$ cat src/rtl/loawa_pkg.sv
// rtl/loawa_pkg.sv - shared states, default parameters and helpers for the loawa accumulator
package loawa_pkg;

  localparam int DEF_ADDER_LENGTH   = 32;
  localparam int DEF_IMPRECISE_PART = 16;
  localparam int DEF_ACC_LEN        = 16;

  typedef enum logic [1:0] {
    IDLE = 2'd0,
    ACC  = 2'd1,
    HOLD = 2'd2
  } state_t;

  // Width needed to hold a beat count from 0 up to and including acc_len.
  function automatic int cnt_width(input int acc_len);
    return $clog2(acc_len + 1);
  endfunction

endpackage

$ cat src/rtl/loawa_addsub_core.sv
// rtl/loawa_addsub_core.sv - combinational lower-part-OR approximate add/subtract with saturation
module loawa_addsub_core #(
  parameter int ADDER_LENGTH   = 32,
  parameter int IMPRECISE_PART = 16
) (
  input  logic [ADDER_LENGTH-1:0] a,
  input  logic [ADDER_LENGTH-1:0] b,
  input  logic                    sub,
  output logic [ADDER_LENGTH-1:0] r,
  output logic                    ovf
);

  localparam int N = ADDER_LENGTH;
  localparam int L = IMPRECISE_PART;
  localparam int H = N - L;

  logic [H:0] hi_ext;

  // Exact upper part with one guard bit for carry/borrow; approximate low bits
  // need no carry chain, and an overflow clamps the whole word.
  always_comb begin
    if (sub) begin
      hi_ext = {1'b0, a[N-1:L]} - {1'b0, b[N-1:L]};
    end else begin
      hi_ext = {1'b0, a[N-1:L]} + {1'b0, b[N-1:L]};
    end
    ovf = hi_ext[H];
    if (ovf) begin
      r = sub ? '0 : '1;
    end else if (sub) begin
      r = {hi_ext[H-1:0], a[L-1:0] & ~b[L-1:0]};
    end else begin
      r = {hi_ext[H-1:0], a[L-1:0] | b[L-1:0]};
    end
  end

endmodule

$ cat src/rtl/loawa_accum.sv
// rtl/loawa_accum.sv - streaming approximate accumulator with group close and held result
module loawa_accum
  import loawa_pkg::*;
#(
  parameter int ADDER_LENGTH   = DEF_ADDER_LENGTH,
  parameter int IMPRECISE_PART = DEF_IMPRECISE_PART,
  parameter int ACC_LEN        = DEF_ACC_LEN
) (
  input  logic                              clk,
  input  logic                              rst_n,
  input  logic                              in_valid,
  output logic                              in_ready,
  input  logic [ADDER_LENGTH-1:0]           in_data,
  input  logic                              in_sub,
  input  logic                              in_last,
  output logic                              out_valid,
  input  logic                              out_ready,
  output logic [ADDER_LENGTH-1:0]           out_data,
  output logic                              out_sat,
  output logic [cnt_width(ACC_LEN)-1:0]     out_count
);

  localparam int CW = cnt_width(ACC_LEN);
  localparam logic [CW-1:0] ACC_LEN_C = CW'(ACC_LEN);

  state_t state, state_nxt;

  logic [ADDER_LENGTH-1:0] acc;
  logic [CW-1:0]           cnt;
  logic                    sat;

  logic [ADDER_LENGTH-1:0] sum;
  logic                    ovf;
  logic [CW-1:0]           cnt_inc;
  logic                    accept;
  logic                    closing;
  logic                    release_out;

  // The accumulator is already zero in IDLE, so the first beat folds into 0.
  loawa_addsub_core #(
    .ADDER_LENGTH  (ADDER_LENGTH),
    .IMPRECISE_PART(IMPRECISE_PART)
  ) u_core (
    .a  (acc),
    .b  (in_data),
    .sub(in_sub),
    .r  (sum),
    .ovf(ovf)
  );

  assign in_ready    = (state != HOLD);
  assign out_valid   = (state == HOLD);
  assign out_data    = acc;
  assign out_sat     = sat;
  assign out_count   = cnt;
  assign accept      = in_valid && in_ready;
  assign cnt_inc     = cnt + 1'b1;
  assign closing     = in_last || (cnt_inc == ACC_LEN_C);
  assign release_out = (state == HOLD) && out_ready;

  // State register.
  always_ff @(posedge clk or negedge rst_n) begin
    if (!rst_n) begin
      state <= IDLE;
    end else begin
      state <= state_nxt;
    end
  end

  // Next state: a closing beat (in_last or full count) moves to HOLD once,
  // and only the output handshake leaves HOLD.
  always_comb begin
    state_nxt = state;
    case (state)
      IDLE, ACC: begin
        if (accept) begin
          state_nxt = closing ? HOLD : ACC;
        end
      end
      HOLD: begin
        if (out_ready) begin
          state_nxt = IDLE;
        end
      end
      default: state_nxt = IDLE;
    endcase
  end

  // Accumulator, beat counter and sticky saturation flag; cleared as the result is taken.
  always_ff @(posedge clk or negedge rst_n) begin
    if (!rst_n) begin
      acc <= '0;
      cnt <= '0;
      sat <= 1'b0;
    end else if (accept) begin
      acc <= sum;
      cnt <= cnt_inc;
      sat <= sat | ovf;
    end else if (release_out) begin
      acc <= '0;
      cnt <= '0;
      sat <= 1'b0;
    end
  end

endmodule
$ cat config.mk
export PLATFORM = sky130hd
export DESIGN_NAME = loawa_accum
export DESIGN_NICKNAME = d
export VERILOG_FILES = /design/src/rtl/loawa_pkg.sv /design/src/rtl/loawa_addsub_core.sv /design/src/rtl/loawa_accum.sv
export SDC_FILE = /design/constraint.sdc
export NUM_CORES = 1
export LEC_CHECK = 0
export ABC_AREA = 1
export CELL_PAD_IN_SITES_DETAIL_PLACEMENT = 0
export CELL_PAD_IN_SITES_GLOBAL_PLACEMENT = 2
export CORE_UTILIZATION = 27
export CTS_CLUSTER_SIZE = 8
export DETAILED_ROUTE_END_ITERATION = 12
export HOLD_SLACK_MARGIN = 0.06
export PLACE_DENSITY = 0.92
export SYNTH_ARGS = -nofsm -noshare
export SYNTH_HDL_FRONTEND = slang
export SYNTH_SLANG_ARGS = --single-unit
$ cat constraint.sdc
create_clock -name clk -period 2.2 [get_ports clk]
set_input_delay 0.44 -clock clk [delete_from_list [all_inputs] [get_ports clk]]
set_output_delay 0.44 -clock clk [all_outputs]
set_load 0.02 [all_outputs]
==> run_results.csv <==
group,metric,value,unit
setup_path,criticalPathCategory,"input port to register",
synth,ys_types,35,
synth,ys.flop_type,"dfrtp_1",
place,dp_cells,858,
global_route,grt_pass1_vias,3786,
synth,synthCells,546,
setup_path,setup.worst_path.end_class,"register",
routing,dr.pass1.iters,4,
routing,routedWlPerCell,12.1,µm
cts,path_clk_slew,0.07,ns
global_route,grt-ovfl-total,0,
place,gp_congestion,0.856,
global_route,grt_max_degree,39,
power_and_ir_drop,p_clk_share,11.6,%
timing,setup_slack,-0.518,ns
cts,cts_buffers,5,
routing,drt-initial-drc-count,118,
timing,drv_slew,0,
power_and_ir_drop,p_leak,2.98,nW
routing,num_vias,3786,
final_layout,final-instance-count-excl-fill,882,
power_and_ir_drop,total_power,7.52,mW
setup_path,critical_path.startpoint,"in_data[20]",
synth,synth_top_area_share,28.1,%
status,outcome,"complete, but fails checks",
floorplan,dieArea,0.0137,mm²
synth,synth.most_common_cell,"nand2_1",
setup_path,r2r_start,"out_data[16]",
power_and_ir_drop,p_int,4.20,mW
synth,synth_top_cell_by_area,"dfrtp_1",
power_and_ir_drop,power_density,1320,mW/mm²
timing,relSlewSlack,33.5,%
global_route,track_usage,16.9,%
routing,ant_nets,0,
power_and_ir_drop,worst_ir_drop_vdd,661,µV
timing,timing_hold_violations_final,0,
place,dp_hpwl,8310,µm
setup_path,rrSetupSlack,-0.16,ns
timing,finClkSkew,0.00758,ns
synth,yosysWarnings,0,
setup_path,worstPathMaxFanout,5,
timing,fmax,0.368,GHz
synth,yosysSeqAreaShare,28.1,%
timing,rsz0062_at_grt,"yes",
floorplan,pin_count,78,
timing,tightest_slew,0.995,ns
timing,finalHoldWorstSlack,0.0781,ns
synth,synthTopCellsByCount,"nand2_1, inv_1, dfrtp_1",
setup_path,reg2reg_depth,18,
place,port_buffers,77,
power_and_ir_drop,switchingPower,3.32,mW
floorplan,die_x,117,µm
routing,vias_per_cell,4.29,
final_layout,diodes,0,
cts,cts_max_level,2,
synth,ys_top_cells_by_area,"dfrtp_1, nand2_1, inv_1",
floorplan,die_height,117,µm
timing,period_share,124,%
timing,post-route-min-period,2.72,ns
synth,synth.ff_latch_count,40,
synth,synth_edf_count,0,
final_layout,drive_gt1_share,29.7,%
global_route,antenna_found_initial,0,
power_and_ir_drop,p_comb_share,70.1,%
status,violations,"negative setup slack",
setup_path,worstPathRequired,2.43,ns
global_route,grt_pass1_wl,17800,µm
cts,cts_root_buf,"clkbuf_16",
final_layout,syn_to_final_growth,59.5,%
min_path,hold_class,"input port to async pin",
cts,cts_tree,"done",
floorplan,fp.coreArea,0.0128,mm²
floorplan,row_count,41,
cts,clk_latency,0.29,ns
floorplan,start_util,27.9,%
power_and_ir_drop,switching_share,44.2,%
synth,synth_fp_nets,603,
timing,setup_viol,33,
power_and_ir_drop,seqPwrFrac,18.3,%
synth,netlist_area,0.00357,mm²
job,drv_cap,0,
synth,async_reset_ff_share,100,%
routing,totalWireLength,10700,µm
setup_path,worstReg2RegEnd,"out_data[7]",
setup_path,start_kind,"input port",
final_layout,nets,766,
timing,final.setup.tns,-16.25,ns
cts,clock_path_buffers,2,
synth,syn_avg_cell_area,6.54,µm²
routing,drcViolationCount,0,
cts,cts.sinks,40,
setup_path,cp.arrival,2.95,ns
## area by class of cell
class,count,area [µm²]
Tap cell,172,215
Fill cell,1274,7080
Timing Repair Buffer,169,1610
Inverter,81,329
Sequential cell,40,1000
Clock buffer,5,125
Clock inverter,3,47.5
Multi-Input combinational cell,412,2360
## worst max-delay path, stage by stage
cell and delay, ns:
buf_8 0.10, nor2_4 0.11, nand3_2 0.09, nor2_4 0.13, nand3_4 0.10, o21ai_4 0.17
nand2_1 0.10, xnor2_1 0.20, ha_1 0.30, nand2_1 0.09, nand2_2 0.06, nand2_2 0.07
nand2_2 0.06, a21oi_4 0.18, nand2_4 0.08, nand2_4 0.08, nand2_8 0.06, buf_12 0.13
buf_12 0.12, buf_12 0.13, nand2_2 0.05, nand2_1 0.05, nand2_1 0.05
## kinds of logic (layout without fill, tap and decap cells)
group,after synthesis,after routing,synth area share [%]
simple gates,326,326,40.2
buf+inv,94,258,12.1
compound gates,45,45,7.33
flops,40,40,28.1
xor+xnor,22,22,5.40
fa+ha+maj,19,19,6.87
## layout by cell type (no fill, tap or decap), types with 4 or more instances in the layout
cell             netlist  layout
buf_12                 3      11
clkbuf_2               0       5
nand3_4                0       4
nand2_1              224     209
nand2_2               38      50
a21oi_2                2       5
o21ai_0               27      24
inv_2                  7       9
nor2_4                 0       4
buf_2                  3       5
xor2_1                15      15
clkdlybuf4s50_1        0      61
clkbuf_16              0       5
dfrtp_1               40      40
nand3_1               22      18
nor2_1                25      19
inv_1                 74      68
a21oi_1                9       5
xnor2_1                7       7
ha_1                  18      16
nand2_4                3       6
buf_4                  0      77
## registers in the layout (all words and copies together) (netlist names)
signal     count
out_count      5
out_data      32
out_sat        1
state          2
## power groups by stage
| stage | sequential [mW] | combinational, mW | clock, mW |
|---|---|---|---|
| detailed placement | 1.39 | 4.75 | 0 |
| floorplan | 1.70 | 2.47 | 0 |
| global placement | 1.38 | 4.70 | 0 |
| finish | 1.38 | 5.27 | 0.869 |
| CTS | 1.38 | 5.27 | 0.898 |
| global route | 1.43 | 5.83 | 0.923 |
## routing by layer
| layer | wire length [µm] | global-route usage, % |
|---|---|---|
| met5 | 0 | 0 |
| met4 | 185 | 4.56 |
| met3 | 446 | 3.45 |
| met2 | 5360 | 30.7 |
| met1 | 4710 | 20.3 |
## how the worst max path moves through the flow
| stage | to | slack [ns] | cells after the start |
|---|---|---|---|
| 5_1_grt | out_data[8] | -0.65 | 21 |
| 3_3_place_gp | out_data[15] | -1.19 | 21 |
| 2_1_floorplan | out_data[27] | -0.37 | 19 |
| 6_report | out_data[7] | -0.52 | 23 |
| 3_5_place_dp | out_data[14] | -1.26 | 18 |
| 4_1_cts | out_data[18] | -0.54 | 22 |
## repair_timing
item	4_1_cts	5_1_grt
gates resized for setup	62	36
setup endpoints to repair	33	33
pin swaps	28	27
gates cloned	3	0
buffers inserted	13	2
hold buffers	0	0
hold endpoints to repair	0	0
## per-stage QoR
step / utilization [%] / instance area [µm²] / setup WS [ns]
after CTS: 44.1 / 5640 / -0.536
after floorplan: - / 3690 / -0.369
after global routing: 44.6 / 5690 / -0.655
final: 44.6 / 5690 / -0.518
after detailed placement: 40.8 / 5210 / -1.26
after global placement: 40.8 / 5210 / -1.19
No activity file was read; power rests on OpenSTA's default activity.
